File: config.mk
export PLATFORM = sky130hd
export DESIGN_NAME = alu_share_arbiter
export DESIGN_NICKNAME = d
export VERILOG_FILES = /design/src/rtl/alu_pkg.sv /design/src/rtl/alu_lane_core.sv /design/src/rtl/alu_share_arbiter.sv
export SDC_FILE = /design/constraint.sdc
export NUM_CORES = 1
export LEC_CHECK = 0
export BUFFER_PORTS_ARGS = -buffer_cell sky130_fd_sc_hd__buf_4
export CAP_MARGIN = 20
export CORE_MARGIN = 10
export CORE_UTILIZATION = 35
export DETAILED_ROUTE_END_ITERATION = 8
export GPL_ROUTABILITY_DRIVEN = 0
export GPL_TIMING_DRIVEN = 0
export HOLD_SLACK_MARGIN = 0.03
export MAX_ROUTING_LAYER = met4
export PLACE_DENSITY = 0.53
export SLEW_MARGIN = 15
export SYNTH_ARGS = -nofsm -noshare
export SYNTH_HDL_FRONTEND = slang
export SYNTH_HIERARCHICAL = 1
export SYNTH_SLANG_ARGS = --single-unit
export TNS_END_PERCENT = 10
File: constraint.sdc
create_clock -name i_clk -period 2.9 [get_ports i_clk]
set_input_delay 0.435 -clock i_clk [delete_from_list [all_inputs] [get_ports i_clk]]
set_output_delay 0.435 -clock i_clk [all_outputs]
set_load 0.02 [all_outputs]
File: src/rtl/alu_pkg.sv
// Shared encodings for the shared dual-mode ALU arbiter: opcodes, FSM states and lane modes.
package alu_pkg;

  localparam logic [2:0] OP_ADD = 3'd0;
  localparam logic [2:0] OP_SUB = 3'd1;
  localparam logic [2:0] OP_AND = 3'd2;
  localparam logic [2:0] OP_OR  = 3'd3;
  localparam logic [2:0] OP_XOR = 3'd4;
  localparam logic [2:0] OP_SHL = 3'd5;
  localparam logic [2:0] OP_SHR = 3'd6;
  localparam logic [2:0] OP_NOT = 3'd7;

  typedef enum logic [1:0] {
    StIdle = 2'd0,
    StExec = 2'd1,
    StResp = 2'd2
  } state_e;

  localparam logic MODE_FULL = 1'b0;
  localparam logic MODE_DUAL = 1'b1;

endpackage

File: src/rtl/alu_lane_core.sv
// Combinational ALU lane of parameterised width; returns result and carry/borrow.
module alu_lane_core
  import alu_pkg::*;
#(
  parameter int unsigned W = 4
) (
  input  logic [W-1:0] i_a,
  input  logic [W-1:0] i_b,
  input  logic [2:0]   i_op,
  output logic [W-1:0] o_res,
  output logic         o_carry
);

  logic [W:0] w_sum;
  logic [W:0] w_diff;

  assign w_sum  = {1'b0, i_a} + {1'b0, i_b};
  // The extra top bit of the widened difference is the unsigned borrow.
  assign w_diff = {1'b0, i_a} - {1'b0, i_b};

  always_comb begin
    o_res   = '0;
    o_carry = 1'b0;
    case (i_op)
      OP_ADD: begin
        o_res   = w_sum[W-1:0];
        o_carry = w_sum[W];
      end
      OP_SUB: begin
        o_res   = w_diff[W-1:0];
        o_carry = w_diff[W];
      end
      OP_AND:  o_res = i_a & i_b;
      OP_OR:   o_res = i_a | i_b;
      OP_XOR:  o_res = i_a ^ i_b;
      OP_SHL:  o_res = {i_a[W-2:0], 1'b0};
      OP_SHR:  o_res = {1'b0, i_a[W-1:1]};
      OP_NOT:  o_res = ~i_a;
      default: o_res = '0;
    endcase
  end

endmodule

File: src/rtl/alu_share_arbiter.sv
// Round-robin arbiter sharing one full-width / dual half-width ALU between two requesters,
// returning a registered result that is held until the winner accepts it.
module alu_share_arbiter
  import alu_pkg::*;
#(
  parameter int unsigned DATA_W = 8,
  parameter int unsigned CNT_W  = 16
) (
  input  logic                  i_clk,
  input  logic                  i_rst,
  input  logic [1:0]            i_req_valid,
  output logic [1:0]            o_req_ready,
  input  logic [2*DATA_W-1:0]   i_req_a,
  input  logic [2*DATA_W-1:0]   i_req_b,
  input  logic [5:0]            i_req_op,
  input  logic [1:0]            i_req_mode,
  output logic [1:0]            o_rsp_valid,
  input  logic [1:0]            i_rsp_ready,
  output logic [DATA_W-1:0]     o_rsp_data,
  output logic [1:0]            o_rsp_carry,
  output logic                  o_rsp_zero,
  output logic                  o_busy,
  output logic [CNT_W-1:0]      o_op_count
);

  localparam int unsigned HALF_W = DATA_W / 2;

  state_e              r_state;
  state_e              w_state_next;
  logic                r_last_grant;
  logic                r_grant;
  logic                w_grant;
  logic                w_req_fire;
  logic                w_rsp_fire;

  logic [DATA_W-1:0]   r_a;
  logic [DATA_W-1:0]   r_b;
  logic [2:0]          r_op;
  logic                r_mode;

  logic [DATA_W-1:0]   w_sel_a;
  logic [DATA_W-1:0]   w_sel_b;
  logic [2:0]          w_sel_op;
  logic                w_sel_mode;

  logic [DATA_W-1:0]   r_rsp_data;
  logic [1:0]          r_rsp_carry;
  logic                r_rsp_zero;
  logic [CNT_W-1:0]    r_op_count;

  logic [DATA_W-1:0]   w_full_res;
  logic                w_full_carry;
  logic [HALF_W-1:0]   w_lo_res;
  logic                w_lo_carry;
  logic [HALF_W-1:0]   w_hi_res;
  logic                w_hi_carry;
  logic [DATA_W-1:0]   w_alu_data;
  logic [1:0]          w_alu_carry;

  // On a tie the requester that did not win last time is served.
  always_comb begin
    w_grant = 1'b0;
    if (&i_req_valid) begin
      w_grant = ~r_last_grant;
    end else begin
      w_grant = ~i_req_valid[0];
    end
  end

  always_comb begin
    w_sel_a    = w_grant ? i_req_a[2*DATA_W-1:DATA_W] : i_req_a[DATA_W-1:0];
    w_sel_b    = w_grant ? i_req_b[2*DATA_W-1:DATA_W] : i_req_b[DATA_W-1:0];
    w_sel_op   = w_grant ? i_req_op[5:3] : i_req_op[2:0];
    w_sel_mode = w_grant ? i_req_mode[1] : i_req_mode[0];
  end

  always_comb begin
    w_state_next = r_state;
    o_req_ready  = 2'b00;
    w_req_fire   = 1'b0;
    w_rsp_fire   = 1'b0;
    unique case (r_state)
      StIdle: begin
        if (i_req_valid[w_grant]) begin
          o_req_ready[w_grant] = 1'b1;
          w_req_fire           = 1'b1;
          w_state_next         = StExec;
        end
      end
      StExec: w_state_next = StResp;
      StResp: begin
        if (i_rsp_ready[r_grant]) begin
          w_rsp_fire   = 1'b1;
          w_state_next = StIdle;
        end
      end
      default: w_state_next = StIdle;
    endcase
  end

  alu_lane_core #(
    .W (DATA_W)
  ) u_full (
    .i_a     (r_a),
    .i_b     (r_b),
    .i_op    (r_op),
    .o_res   (w_full_res),
    .o_carry (w_full_carry)
  );

  alu_lane_core #(
    .W (HALF_W)
  ) u_lo (
    .i_a     (r_a[HALF_W-1:0]),
    .i_b     (r_b[HALF_W-1:0]),
    .i_op    (r_op),
    .o_res   (w_lo_res),
    .o_carry (w_lo_carry)
  );

  alu_lane_core #(
    .W (HALF_W)
  ) u_hi (
    .i_a     (r_a[DATA_W-1:HALF_W]),
    .i_b     (r_b[DATA_W-1:HALF_W]),
    .i_op    (r_op),
    .o_res   (w_hi_res),
    .o_carry (w_hi_carry)
  );

  always_comb begin
    if (r_mode == MODE_DUAL) begin
      w_alu_data  = {w_hi_res, w_lo_res};
      w_alu_carry = {w_hi_carry, w_lo_carry};
    end else begin
      w_alu_data  = w_full_res;
      w_alu_carry = {1'b0, w_full_carry};
    end
  end

  always_ff @(posedge i_clk) begin
    if (i_rst) begin
      r_state      <= StIdle;
      r_last_grant <= 1'b1;
      r_grant      <= 1'b0;
      r_a          <= '0;
      r_b          <= '0;
      r_op         <= OP_ADD;
      r_mode       <= MODE_FULL;
      r_rsp_data   <= '0;
      r_rsp_carry  <= 2'b00;
      r_rsp_zero   <= 1'b0;
      r_op_count   <= '0;
    end else begin
      r_state <= w_state_next;
      if (w_req_fire) begin
        r_grant      <= w_grant;
        r_last_grant <= w_grant;
        r_a          <= w_sel_a;
        r_b          <= w_sel_b;
        r_op         <= w_sel_op;
        r_mode       <= w_sel_mode;
      end
      if (r_state == StExec) begin
        r_rsp_data  <= w_alu_data;
        r_rsp_carry <= w_alu_carry;
        r_rsp_zero  <= (w_alu_data == '0);
      end
      if (w_rsp_fire) begin
        r_op_count <= r_op_count + CNT_W'(1);
      end
    end
  end

  assign o_rsp_valid = (r_state == StResp) ? (r_grant ? 2'b10 : 2'b01) : 2'b00;
  assign o_rsp_data  = r_rsp_data;
  assign o_rsp_carry = r_rsp_carry;
  assign o_rsp_zero  = r_rsp_zero;
  assign o_busy      = (r_state != StIdle);
  assign o_op_count  = r_op_count;

endmodule

Yosys cells after proc, flatten, opt, wreduce, memory -nomap -nowiden --
Index checks and enable logic that the tools add are counted.
Word-level totals: flip-flop bits (word level) 51, bits of input ports 46, output and inout bits 32, word-level logic and storage cells 83
Cells by class: add/subtract/negate cells 7, order comparisons 3, equal/unequal tests 11, mux-type cells 30, bitwise logic cells 14, reduce and logical (&&, ||, !) cells 7
Operator list (count):
- $pmux 4 s8 | 2
- $pmux 8 s8 | 1
- $mux 8 | 3
- $add 16x1->16 const B | 1
- $mux 2 | 7
- $eq 3x3->1 const B | 4
- $mux 1 | 11
- $add 4x4->5 | 2
- $sub 4x4->5 | 2
- $add 8x8->9 | 1
- $sub 8x8->9 | 1
- $and 4x4->4 | 2
- $and 8x8->8 | 1
- $logic_not 8->1 | 1
- $not 4->4 | 2
- $not 8->8 | 1
- $or 4x4->4 | 2
- $or 8x8->8 | 1
- $xor 4x4->4 | 2
- $xor 8x8->8 | 1
- $eq 3x2->1 const B | 2
- $pmux 1 s2 | 3
- $pmux 2 s3 | 1
- $lt 1x2->1 const B | 2
- other kinds (13) | 16

Depth between registers and ports, before layout --
depth after elaboration 8, mapped depth 12, depth with buffers taken out 12

Modules after synthesis --
Netlist, hierarchy kept.
Modules (own cells, without submodules):
- alu_share_arbiter | times used 1, cells an instance 260, area each 2366.0 um^2, seq. area each 1021.0 um^2
- alu_lane_core at u_full | times used 1, cells an instance 201, area each 1370.1 um^2, seq. area each 0.0 um^2
- alu_lane_core at u_hi | times used 1, cells an instance 94, area each 649.4 um^2, seq. area each 0.0 um^2
- alu_lane_core at u_lo | times used 1, cells an instance 92, area each 640.6 um^2, seq. area each 0.0 um^2

Least setup slack after synthesis --
OpenSTA, ideal clock, no wires.
path kind register -> register, from register r_a[1], to register r_rsp_zero (netlist: o_rsp_zero), library setup time 0.070 ns, data arrival time 2.562 ns, data required time 2.830 ns, setup slack 0.268 ns, cell stages (with the launch flop) 12, path buffers 0, period minus slack after synthesis 2.632 ns, cells stage by stage dfxtp_1 -> inv_1 -> ha_1 -> o21bai_1 -> a2111oi_0 -> o32ai_1 -> xor2_1 -> o2111ai_1 -> nor4_1 -> a21oi_1 -> or3_1 -> a21oi_1
On the way: cells in the longest elaborated chain, start to end 4, elaborated cells between the ends (all ways) 16, classes of those cells add/sub: 4; mux: 3; bitwise: 8; reduce/logical: 1
Ends and longest elaborated chain:
- start: declaration | line alu_share_arbiter.sv:36 | logic [DATA_W-1:0] r_a;
- start signal: assignment | line alu_share_arbiter.sv:159 | r_a <= w_sel_a;
- $sub 8x8->9 or $add 8x8->9 (tied branches) | line alu_lane_core.sv:19, alu_lane_core.sv:17
- $pmux 8 s8 (*) | line alu_lane_core.sv:24 | case (i_op)
- net w_full_res[5] | line alu_share_arbiter.sv:51 | logic [DATA_W-1:0] w_full_res;
- $mux 8 (*) | line alu_share_arbiter.sv:132 | if (r_mode == MODE_DUAL) begin
- $logic_not 8->1 (*) | line alu_share_arbiter.sv:167 | r_rsp_zero <= (w_alu_data == '0);
- end signal: assignment | line alu_share_arbiter.sv:167
- end: declaration | line alu_share_arbiter.sv:48 | logic r_rsp_zero;
Mark *: on every way through the listed nets, which the timed path passes. The rest lies on a longest branch. A chain may end at the register's enable or synchronous reset.

Final worst setup path --
from register r_b[0], to register r_rsp_zero (netlist: o_rsp_zero)
On the way: cells in the longest elaborated chain, start to end 4, elaborated cells between the ends (all ways) 14, classes of those cells add/sub: 4; mux: 3; bitwise: 6; reduce/logical: 1
Ends and longest elaborated chain:
- start: declaration | line alu_share_arbiter.sv:37 | logic [DATA_W-1:0] r_b;
- start signal: assignment | line alu_share_arbiter.sv:160 | r_b <= w_sel_b;
- $sub 8x8->9 or $add 8x8->9 (tied branches) | line alu_lane_core.sv:19, alu_lane_core.sv:17
- $pmux 8 s8 (*) | line alu_lane_core.sv:24
- net w_full_res[4] | line alu_share_arbiter.sv:51
- $mux 8 (*) | line alu_share_arbiter.sv:132
- $logic_not 8->1 (*) | line alu_share_arbiter.sv:167
Marked as above.

==> metrics.yaml <==
clock_tree:
  numCtsBuffers: 5
  clk_pin_slew_worst_paths_ps: 70
  cts_tree: "done"
  cts_buffer_depth: 2
  numClockSinks: 51
  htree_levels: 2
  root_buffer: "clkbuf_16"
  clkLatencyLatePin_ps: 290
floorplan:
  ios: 78
  core_um2: 13990
  die_area_um2: 19550
  initial_core_util: 0.3593
  die_y_um: 139.8
  rows: 43
  die_w_um: 139.8
placed_design:
  dp_hpwl_um: 12550
  dp.cells: 903
  portBuffers: 76
  place_worst_setup_slack_ps: -395.2
worst_setup_path:
  crit_slowest_cell: "dfxtp_4"
  ff2ff_path_depth: 12
  crit_required_ps: 3120
  crit_path_frequent_cell: "a21oi_1"
  crit_fanout: 7
  startpoint_type: "register"
  cp.arrival_ps: 3040
  critPathMaxStageDelay_ps: 410
  end_kind: "register"
  worstPathCellList: "ha_4, inv_1, fa_1, nand2b_1, o2bb2ai_1, nor3_1, a21oi_1, o221a_1, nor4_2, a21oi_1, or3_4, a21oi_2"
  crit_type: "register to register"
pwr:
  power.density_nw_per_um2: 491.2
  peakVddDrop_uv: 248.0
  leakage_nw: 2.624
logic_synthesis:
  synth_cell_types: 79
  ys.flop_type: "dfxtp_1"
  yosysSeqAreaShare: 0.2031
  yosysTopAreaCell: "dfxtp_1"
  syn_inst: 647
  async_reset_ff_frac: 0
  yosysTopAreaCellShare: 0.2031
  synth_seq_cells: 51
  synth_edf_count: 0
  synth_fp_nets: 749
  synth_warnings: 6
  synth_area_leaders: "dfxtp_1, ha_1, mux2i_1"
  yosysMostFrequentCell: "nor2_1"
  ys_top_cells_by_count: "nor2_1, dfxtp_1, ha_1, inv_1, a21oi_1"
  syn_area_per_cell_um2: 7.768
  syn-cell-area_um2: 5026
cells_and_area:
  fin_cells: 931
  nets: 853
  utilization: 0.4539
  diodes: 0
  syn2layout_area_growth_pct: 26.34
  drive_above_1_share: 0.2623
drt:
  via_count: 5054
  route.detailed.wl_per_inst_um: 17.37
  ant_nets: 0
  drtPass1Iterations: 5
  drt-initial-drc-count: 319
  routed_wl_um: 16170
  viasPerCell: 5.429
  drc: 0
min_path:
  hold_path_class: "input pin to register"
  min_path_cells: 2
timing:
  period_needed_ps: 2823
  rsz0062_at_grt: "yes"
  finalSetupViolations: 0
  worst_clock_skew_ps: 7.405
  max_freq_mhz: 354.2
  fin_crit_sh: 0.9736
  final_max_slew_viol_count: 0
  final_hold_viol_count: 0
  worstMarginPinSlew_ps: 588.4
  max_slew_margin: 0.6077
  layout_setup_ws_ps: 76.54
grt:
  grt_usage: 0.1588
  grt_max_degree: 16
  grt_antenna_before_repair: 0
  grt_pass1_vias: 4871
  grt_pass1_wl_um: 25560
  grt_overflow: 0
status:
  status: "finished clean"
job:
  drv_cap: 0
through the flow:
| stage | power (mW) | setup TNS (ps) | hold WS [ps] | instance area, µm² |
|---|---|---|---|---|
| 3_3_place_gp | 2.307 | -554.2 | 464.6 | 5822 |
| 3_5_place_dp | 2.330 | -671.3 | 470.2 | 5822 |
| 6_report | 3.119 | 0 | 442.2 | 6350 |
| 2_1_floorplan | 1.890 | 0 | 520.8 | 5026 |
| 5_1_grt | 3.326 | -41.35 | 506.9 | 6350 |
| 4_1_cts | 2.961 | 0 | 448.6 | 6043 |
metal layers:
layer	wire (µm)	global-route usage
met2	7599	0.2581
met5	0	-
met3	460	0.01293
met1	7919	0.2135
met4	195	0.02337
flip-flops by register name, indices dropped and copies added, names as in the netlist:
name,flops
r_last_grant,1
r_state,2
o_op_count,16
r_a,8
r_op,3
r_mode,1
o_rsp_carry,2
r_grant,1
r_b,8
o_rsp_zero,1
o_rsp_data,8
critical path: cells and delay by family (launching register included):
kind	cells	cell delay, ps
AND/OR/NAND/NOR	4	1000
flip-flops	1	410
AO/OA/AOI/OAI	5	730
adder cells (fa/ha/maj)	2	570
buffers and inverters	1	50
final timing paths:
path	startpoint	endpoint	slack [ps]
worst max-delay path	r_b[0]	o_rsp_zero	80
worst min-delay path	i_rst	r_state[0]	440
worst max register to register	r_b[0]	o_rsp_zero	80
worst min register to register	o_rsp_carry[1]	o_rsp_carry[1]	470
logic make-up after synthesis:
kind of cell	count (synthesis)	synth area share
and+or+nand+nor	206	0.2089
AOI/OAI and AO/OA	190	0.2562
buffers and inverters	94	0.08190
adders and majority gates	56	0.1484
DFF	51	0.2031
muxes	36	0.07717
xor gates and xnor gates	14	0.02440
cell type report:
class | instances | area, µm²
Fill cell | 1410 | 7639
Multi-Input combinational cell | 502 | 3757
Sequential cell | 51 | 1070
Timing Repair Buffer | 97 | 728.2
Tap cell | 180 | 225.2
Buffer | 42 | 222.7
Inverter | 52 | 198.9
Clock buffer | 6 | 138.9
Clock inverter | 1 | 8.758
power breakdown:
group | switching (mW) | total [mW] | leakage (nW) | internal (mW)
Sequential | 0.124 | 0.890 | 0.427 | 0.766
Clock | 0.250 | 0.591 | 0.0733 | 0.342
Combinational | 0.915 | 1.64 | 2.12 | 0.723
Total | 1.29 | 3.12 | 2.62 | 1.83
layout by cell type, fill, tap and decap left out, drive strengths merged, types with 4 or more instances in the layout:
master	Yosys	layout
a21o	4	4
o211ai	4	4
ha	50	50
clkbuf	15	21
dfxtp	51	51
nand2	39	39
nor2	74	74
nand2b	9	9
nor2b	16	16
nand4	4	4
and2	5	5
nor4	7	7
nand3b	4	4
nand3	13	13
o21bai	4	4
a211oi	38	38
mux2i	32	32
or3	9	9
o2bb2ai	4	4
buf	27	124
xnor2	11	11
inv	52	52
a2bb2oi	5	5
fa	6	6
and3	4	4
a31oi	7	7
o21ai	40	40
o22ai	9	9
nor3	10	10
a21oi	39	39
repair_timing:
action                                  CTS  global route
setup buffers                             0            21
resized for setup                        32            34
hold endpoints to repair                  0             0
endpoints found under the setup margin    3             1
hold buffers                              0             0
pin swaps                                 2            14
gates cloned                              0             0
No activity file was read; power rests on OpenSTA's default activity.
